### config.mk
export PLATFORM = sky130hd
export DESIGN_NAME = core_state_sequencer_flat
export DESIGN_NICKNAME = d
export VERILOG_FILES = /design/src/rtl/core_state_sequencer_pkg.sv /design/src/rtl/core_state_sequencer_if.sv /design/src/rtl/core_state_sequencer_mem_wait_timer.sv /design/src/rtl/core_state_sequencer.sv /design/src/flat_wrapper.sv
export SDC_FILE = /design/constraint.sdc
export NUM_CORES = 1
export LEC_CHECK = 0
export ABC_AREA = 1
export CORE_MARGIN = 2
export CORE_UTILIZATION = 42
export CTS_CLUSTER_DIAMETER = 60
export CTS_CLUSTER_SIZE = 8
export DETAILED_ROUTE_END_ITERATION = 8
export GPL_TIMING_DRIVEN = 0
export PLACE_DENSITY_LB_ADDON = 0.15
export SYNTH_ARGS = -nofsm -noshare
export SYNTH_HDL_FRONTEND = slang
export SYNTH_SLANG_ARGS = --single-unit
### constraint.sdc
create_clock -name clk -period 2.5 [get_ports clk]
set_input_delay 0.75 -clock clk [delete_from_list [all_inputs] [get_ports clk]]
set_output_delay 0.75 -clock clk [all_outputs]
set_load 0.01 [all_outputs]
### src/rtl/core_state_sequencer_pkg.sv
// Shared state encoding for the core sequencer.
// The debug and trace logic also uses this encoding.
package core_state_defs;

  localparam int STATE_W = 4;

  localparam logic [STATE_W-1:0] FETCH_REQ = 4'd0;
  localparam logic [STATE_W-1:0] FETCH_RCV = 4'd1;
  localparam logic [STATE_W-1:0] DECODE    = 4'd2;
  localparam logic [STATE_W-1:0] SETUP     = 4'd3;
  localparam logic [STATE_W-1:0] EXECUTE   = 4'd4;
  localparam logic [STATE_W-1:0] MEM_READ  = 4'd5;
  localparam logic [STATE_W-1:0] WRITEBACK = 4'd6;
  localparam logic [STATE_W-1:0] HALT      = 4'd7;
  localparam logic [STATE_W-1:0] FAULT     = 4'd8;

  typedef enum logic [STATE_W-1:0] {
    ST_FETCH_REQ = FETCH_REQ,
    ST_FETCH_RCV = FETCH_RCV,
    ST_DECODE    = DECODE,
    ST_SETUP     = SETUP,
    ST_EXECUTE   = EXECUTE,
    ST_MEM_READ  = MEM_READ,
    ST_WRITEBACK = WRITEBACK,
    ST_HALT      = HALT,
    ST_FAULT     = FAULT
  } state_e;

endpackage

### src/rtl/core_state_sequencer_if.sv
// Handshake and phase bundle between the sequencer and the rest of the core.
// The master side is the sequencer. The slave side is the memory and frame logic.
interface core_state_sequencer_if;

  logic instr_memReady;
  logic data_memReady;
  logic frame_load;
  logic frame_store;
  logic halt_request;
  logic resume;

  logic fetch_RequestState;
  logic fetch_ReceiveState;
  logic decodeState;
  logic setupState;
  logic executeState;
  logic memReadState;
  logic writebackState;
  logic instr_readRequest;
  logic data_readRequest;
  logic data_writeRequest;
  logic halted;
  logic fault;

  modport master (
    input  instr_memReady, data_memReady, frame_load, frame_store,
           halt_request, resume,
    output fetch_RequestState, fetch_ReceiveState, decodeState, setupState,
           executeState, memReadState, writebackState,
           instr_readRequest, data_readRequest, data_writeRequest,
           halted, fault
  );

  modport slave (
    output instr_memReady, data_memReady, frame_load, frame_store,
           halt_request, resume,
    input  fetch_RequestState, fetch_ReceiveState, decodeState, setupState,
           executeState, memReadState, writebackState,
           instr_readRequest, data_readRequest, data_writeRequest,
           halted, fault
  );

endinterface

### src/rtl/core_state_sequencer_mem_wait_timer.sv
// Memory-wait counter with its limit compare.
// expired is raised in the last permitted wait cycle when the ready input is still low.
// A LIMIT of 0 disables the compare.
module mem_wait_timer #(
  parameter int LIMIT = 255,
  parameter int WIDTH = 8
) (
  input  logic clk,
  input  logic reset,
  input  logic clear,
  input  logic count_en,
  output logic expired
);

  logic [WIDTH-1:0] cnt_q;
  logic [WIDTH-1:0] cnt_d;

  // Count the waiting cycles. A state change clears the count.
  always_comb begin
    cnt_d = cnt_q;
    if (clear)         cnt_d = '0;
    else if (count_en) cnt_d = cnt_q + 1'b1;
  end

  // Counter register.
  always_ff @(posedge clk or posedge reset) begin
    if (reset) cnt_q <= '0;
    else       cnt_q <= cnt_d;
  end

  generate
    if (LIMIT == 0) begin : g_no_limit
      assign expired = 1'b0;
    end else begin : g_limit
      assign expired = count_en && (cnt_q == WIDTH'(LIMIT - 1));
    end
  endgenerate

endmodule

### src/rtl/core_state_sequencer.sv
// Main control FSM of the core. It generates the one-hot phase flags and the memory strobes.
// Optional macro CORE_STATE_SEQ_PERF_COUNTERS_EN adds the cycle_count and retired_count outputs.
module core_state_sequencer
  import core_state_defs::*;
#(
  parameter int MEM_TIMEOUT_CYCLES = 255,
  parameter int TIMEOUT_WIDTH      = 8,
  parameter int PERF_WIDTH         = 32
) (
  input  logic                  clk,
  input  logic                  reset,
  core_state_sequencer_if.master bus
`ifdef CORE_STATE_SEQ_PERF_COUNTERS_EN
  ,
  output logic [PERF_WIDTH-1:0] cycle_count,
  output logic [PERF_WIDTH-1:0] retired_count
`endif
);

  state_e state_q, state_d;
  logic   store_pend;
  logic   wait_en;
  logic   expired;

  // A load wins over a store, so a store is pending only when no load is flagged.
  assign store_pend = bus.frame_store & ~bus.frame_load;

  // A cycle counts as waiting only while the sequencer waits on memory and ready is low.
  always_comb begin
    wait_en = 1'b0;
    case (state_q)
      ST_FETCH_REQ: wait_en = ~bus.instr_memReady;
      ST_MEM_READ:  wait_en = ~bus.data_memReady;
      ST_WRITEBACK: wait_en = store_pend & ~bus.data_memReady;
      default:      wait_en = 1'b0;
    endcase
  end

  mem_wait_timer #(
    .LIMIT (MEM_TIMEOUT_CYCLES),
    .WIDTH (TIMEOUT_WIDTH)
  ) u_timer (
    .clk      (clk),
    .reset    (reset),
    .clear    (state_d != state_q),
    .count_en (wait_en),
    .expired  (expired)
  );

  // Next-state logic. When ready arrives in the limit cycle, ready wins over the timeout.
  always_comb begin
    state_d = state_q;
    case (state_q)
      ST_FETCH_REQ: begin
        if (bus.instr_memReady) state_d = ST_FETCH_RCV;
        else if (expired)       state_d = ST_FAULT;
      end
      ST_FETCH_RCV: state_d = ST_DECODE;
      ST_DECODE:    state_d = ST_SETUP;
      ST_SETUP:     state_d = ST_EXECUTE;
      ST_EXECUTE:   state_d = bus.frame_load ? ST_MEM_READ : ST_WRITEBACK;
      ST_MEM_READ: begin
        if (bus.data_memReady) state_d = ST_WRITEBACK;
        else if (expired)      state_d = ST_FAULT;
      end
      ST_WRITEBACK: begin
        if (!store_pend || bus.data_memReady)
          state_d = bus.halt_request ? ST_HALT : ST_FETCH_REQ;
        else if (expired)
          state_d = ST_FAULT;
      end
      ST_HALT:  if (bus.resume) state_d = ST_FETCH_REQ;
      ST_FAULT: state_d = ST_FAULT;
      default:  state_d = ST_FETCH_REQ;
    endcase
  end

  // State register. Reset clears it asynchronously, so the strobes drop at once.
  always_ff @(posedge clk or posedge reset) begin
    if (reset) state_q <= ST_FETCH_REQ;
    else       state_q <= state_d;
  end

  // Decode the outputs from the state register. Only the write strobe also uses the frame flags.
  always_comb begin
    bus.fetch_RequestState = (state_q == ST_FETCH_REQ);
    bus.fetch_ReceiveState = (state_q == ST_FETCH_RCV);
    bus.decodeState        = (state_q == ST_DECODE);
    bus.setupState         = (state_q == ST_SETUP);
    bus.executeState       = (state_q == ST_EXECUTE);
    bus.memReadState       = (state_q == ST_MEM_READ);
    bus.writebackState     = (state_q == ST_WRITEBACK);
    bus.instr_readRequest  = (state_q == ST_FETCH_REQ);
    bus.data_readRequest   = (state_q == ST_MEM_READ);
    bus.data_writeRequest  = (state_q == ST_WRITEBACK) & store_pend;
    bus.halted             = (state_q == ST_HALT);
    bus.fault              = (state_q == ST_FAULT);
  end

`ifdef CORE_STATE_SEQ_PERF_COUNTERS_EN
  logic [PERF_WIDTH-1:0] cycle_q, retired_q;
  logic                  wb_exit;

  assign wb_exit = (state_q == ST_WRITEBACK) &&
                   ((state_d == ST_FETCH_REQ) || (state_d == ST_HALT));

  // The performance counters stop in HALT and FAULT and wrap when they overflow.
  always_ff @(posedge clk or posedge reset) begin
    if (reset) begin
      cycle_q   <= '0;
      retired_q <= '0;
    end else begin
      if (state_q != ST_HALT && state_q != ST_FAULT) cycle_q <= cycle_q + 1'b1;
      if (wb_exit) retired_q <= retired_q + 1'b1;
    end
  end

  assign cycle_count   = cycle_q;
  assign retired_count = retired_q;
`endif

endmodule

### src/flat_wrapper.sv
// flat-port wrapper written by rule: the top's interface ports become plain ports
module core_state_sequencer_flat import core_state_defs::*;
#(
  parameter int MEM_TIMEOUT_CYCLES = 255,
  parameter int TIMEOUT_WIDTH      = 8,
  parameter int PERF_WIDTH         = 32
)
  (clk, reset, bus_instr_memReady, bus_data_memReady, bus_frame_load, bus_frame_store, bus_halt_request, bus_resume, bus_fetch_RequestState, bus_fetch_ReceiveState, bus_decodeState, bus_setupState, bus_executeState, bus_memReadState, bus_writebackState, bus_instr_readRequest, bus_data_readRequest, bus_data_writeRequest, bus_halted, bus_fault);
  core_state_sequencer_if bus_i ();
  input  logic clk;
  input  logic reset;
  input wire logic [$bits(bus_i.instr_memReady)-1:0] bus_instr_memReady;
  input wire logic [$bits(bus_i.data_memReady)-1:0] bus_data_memReady;
  input wire logic [$bits(bus_i.frame_load)-1:0] bus_frame_load;
  input wire logic [$bits(bus_i.frame_store)-1:0] bus_frame_store;
  input wire logic [$bits(bus_i.halt_request)-1:0] bus_halt_request;
  input wire logic [$bits(bus_i.resume)-1:0] bus_resume;
  output wire logic [$bits(bus_i.fetch_RequestState)-1:0] bus_fetch_RequestState;
  output wire logic [$bits(bus_i.fetch_ReceiveState)-1:0] bus_fetch_ReceiveState;
  output wire logic [$bits(bus_i.decodeState)-1:0] bus_decodeState;
  output wire logic [$bits(bus_i.setupState)-1:0] bus_setupState;
  output wire logic [$bits(bus_i.executeState)-1:0] bus_executeState;
  output wire logic [$bits(bus_i.memReadState)-1:0] bus_memReadState;
  output wire logic [$bits(bus_i.writebackState)-1:0] bus_writebackState;
  output wire logic [$bits(bus_i.instr_readRequest)-1:0] bus_instr_readRequest;
  output wire logic [$bits(bus_i.data_readRequest)-1:0] bus_data_readRequest;
  output wire logic [$bits(bus_i.data_writeRequest)-1:0] bus_data_writeRequest;
  output wire logic [$bits(bus_i.halted)-1:0] bus_halted;
  output wire logic [$bits(bus_i.fault)-1:0] bus_fault;
  assign bus_i.instr_memReady = bus_instr_memReady;
  assign bus_i.data_memReady = bus_data_memReady;
  assign bus_i.frame_load = bus_frame_load;
  assign bus_i.frame_store = bus_frame_store;
  assign bus_i.halt_request = bus_halt_request;
  assign bus_i.resume = bus_resume;
  assign bus_fetch_RequestState = bus_i.fetch_RequestState;
  assign bus_fetch_ReceiveState = bus_i.fetch_ReceiveState;
  assign bus_decodeState = bus_i.decodeState;
  assign bus_setupState = bus_i.setupState;
  assign bus_executeState = bus_i.executeState;
  assign bus_memReadState = bus_i.memReadState;
  assign bus_writebackState = bus_i.writebackState;
  assign bus_instr_readRequest = bus_i.instr_readRequest;
  assign bus_data_readRequest = bus_i.data_readRequest;
  assign bus_data_writeRequest = bus_i.data_writeRequest;
  assign bus_halted = bus_i.halted;
  assign bus_fault = bus_i.fault;
  core_state_sequencer #(.MEM_TIMEOUT_CYCLES(MEM_TIMEOUT_CYCLES), .TIMEOUT_WIDTH(TIMEOUT_WIDTH), .PERF_WIDTH(PERF_WIDTH)) u_core (.clk(clk), .reset(reset), .bus(bus_i));
endmodule
==> run_results.csv <==
group,metric,value,unit
logic_synthesis,synth_top_area_share,33.6,%
placed_design,dp_slack,-272,ps
placed_design,dp_hpwl,1580,µm
cells_and_area,final_common_cell,"nand2_1",
timing,finClkSkew,5.92,ps
timing,setup_viol,0,
logic_synthesis,yosysUniqueCellTypes,22,
floorplan,io_pins,20,
status,outcome,"complete, no violations",
logic_synthesis,syn_area,895,µm²
logic_synthesis,ys_seq_area_share,33.6,%
placed_design,gp_congestion,0.867,
logic_synthesis,synth_nets,134,
placed_design,placed_cells,170,
floorplan,dieArea,2520,µm²
min_path,hold_depth,2,
drt,wl_per_cell,11.9,µm
pwr,p_sw,578,µW
clocking,ctsRootBufferMaster,"clkbuf_4",
timing,setup_ws,78.6,ps
grt,grt_pass1_wl,3430,µm
critical_path,crit_path_max_incr_delay,530,ps
grt,first_global_vias,804,
critical_path,cp-start-kind,"flip-flop",
grt,grt-ovfl-total,0,
timing,max_freq,0.413,GHz
critical_path,cp_cell_sequence,"buf_4 -> nor2_4 -> nand2_2 -> inv_1 -> clkdlybuf4s50_1",
logic_synthesis,syn_avg_cell_area,7.21,µm²
drt,drc,0,
cells_and_area,finalNetCount,163,
clocking,clock_latency,270,ps
pwr,power.density,964,nW/µm²
cells_and_area,layout_common_cells,"nand2_1 (28), inv_1 (19), clkdlybuf4s50_1 (12)",
critical_path,worst_path_max_delay_cell,"clkdlybuf4s50_1",
critical_path,arrival,1670,ps
logic_synthesis,yosys.area.top_type,"dfrtp_1",
timing,slew_headroom,70.4,%
drt,routed-via-count,889,
drt,ant_nets,0,
logic_synthesis,syn_inst,124,
critical_path,path_delay_family,"buffers and inverters",
cells_and_area,fin_cells,178,
logic_synthesis,synth-seq-cells,12,
cells_and_area,drive_above_1_share,24.5,%
clocking,cts_buffers,3,
cells_and_area,utilization,62.9,%
placed_design,port_buffers,19,
clocking,htree_levels,1,
timing,finalCritPeriodShare,96.9,%
drt,first_iter_violations,23,
placed_design,placed_area,1120,µm²
pwr,p_total,1.20,mW
critical_path,crit_buf_inv,3,
logic_synthesis,synth_area_leaders,"dfrtp_1 (34%), nand2_1 (12%), inv_1 (8.0%), nor3_1 (7.3%), xor2_1 (3.9%)",
drt,wirelength,2120,µm
timing,min_period,2420,ps
clocking,clk_pin_slew_worst_paths,70,ps
pwr,combPwrFrac,66.9,%
floorplan,die_h,50.2,µm
grt,grt_start_max_net_pins,13,
clocking,hold_buffers,0,
timing,hold_violations,0,
cells_and_area,antennaDiodeCount,0,
cells_and_area,final_area,1250,µm²
critical_path,worst-setup-path-type,"flip-flop to primary output",
pwr,power_frac_clock,9.4,%
pwr,p_leak,0.671,nW
drt,first_pass_iters,4,
clocking,cts.sinks,12,
grt,antenna_found_initial,0,
timing,report.final.slew_viol_count,0,
timing,worstMarginPinSlew,443,ps
min_path,worstHoldPathType,"flip-flop to flip-flop",
grt,grt_usage,17.8,%
flow_run,maxCapViolCount,0,
clocking,cts_tree,"built",
pwr,swShare,48.0,%
cells_and_area,area_delta_synth_final,39.4,%
floorplan,start_util,45.1,%
critical_path,required,1750,ps
floorplan,core,1980,µm²
logic_synthesis,ys_warn_count,0,
pwr,p_seq_share,23.7,%
floorplan,die_x,50.2,µm
floorplan,num_rows,16,
critical_path,critPathMaxFanout,5,
critical_path,crit_cells,5,
critical_path,reg2reg_depth,13,
pwr,p_int,625,µW
critical_path,endpoint_kind,"primary output",
drt,routed_via_density,4.99,
clocking,clock_path_buffers,2,
pwr,peakVddDrop,0.000736,V
-- power by group through the flow --
stage / sequential (mW) / combinational, mW / clock (mW)
after CTS: 0.281 / 0.690 / 0.117
after global placement: 0.277 / 0.684 / 0
after floorplan: 0.268 / 0.475 / 0
final: 0.285 / 0.805 / 0.113
after global routing: 0.291 / 0.890 / 0.133
after detailed placement: 0.278 / 0.689 / 0
-- per-layer routing --
metal	part of all wire, %	vias up	GRT usage [%]
met4	0	0	1.39
met3	4.5	0	5.36
met5	0	-	0
met2	46	26	27.0
li1	-	451	-
met1	49	412	25.8
-- metrics by stage --
stage | TNS [ps] | hold WS, ps
2_1_floorplan | 0 | 533
6_report | 0 | 566
5_1_grt | -8.14 | 588
4_1_cts | -143 | 569
3_3_place_gp | -1460 | 553
3_5_place_dp | -1820 | 556
-- final cells by class --
class	instances	area, µm²
fill	183	734
multi-input combinational	90	566
sequential	12	305
timing repair buffer	24	230
inverter	20	75.1
tap	27	33.8
clock buffer	3	22.5
buffer	2	15.0
-- Yosys cell counts --
cell,n
ha_1,2
nor2_2,3
nand3_4,1
inv_2,1
nand2_1,29
xnor2_1,3
nand3_1,6
dfrtp_1,12
nor3_1,13
nor3b_1,1
nand3_2,2
nand3b_1,2
nand4_1,4
inv_1,19
nor2_1,8
xor2_1,4
a21oi_1,1
o21ai_0,3
buf_4,2
nand2_2,5
nand2_4,2
o22ai_1,1
-- path summary, 6_finish.rpt --
| path | start | to | slack, ps |
|---|---|---|---|
| worst max-delay path | u_core.state_q[0] | bus_executeState | 80 |
| worst min-delay path | u_core.u_timer.cnt_q[7] | u_core.u_timer.cnt_q[7] | 570 |
| worst max register to register | u_core.state_q[3] | u_core.u_timer.cnt_q[2] | 560 |
| worst min register to register | u_core.u_timer.cnt_q[7] | u_core.u_timer.cnt_q[7] | 570 |
| max in group asynchronous | reset | u_core.state_q[1] | 1370 |
| min in group asynchronous | reset | u_core.u_timer.cnt_q[7] | 790 |
-- repair_timing --
| item | 4_1_cts | 5_1_grt |
|---|---|---|
| resized for setup | 7 | 20 |
| pin swaps | 0 | 3 |
| endpoints found under the setup margin | 7 | 18 |
| setup buffers | 0 | 5 |
-- sequential cells by signal, summed over array words and instances (netlist names) --
signal	cells
u_core.state_q	4
u_core.u_timer.cnt_q	8
-- cell families (layout without fill, tap and decap cells) --
family                   after synthesis  in the layout  share of synthesized area (%)
AO/OA/AOI/OAI                          5              5                           2.94
adder cells (fa/ha/maj)                2              2                           2.80
AND/OR/NAND/NOR                       76             76                           43.8
buffers and inverters                 22             49                           10.1
XOR/XNOR                               7              7                           6.85
flip-flops                            12             12                           33.6
-- tightest hold or removal path, cell delays in order (launching register included) --
cell     delay, ps
dfrtp_1        360
xnor2_1        120
nor3_1          50
Note: power is estimated with default switching activity, not from simulation.
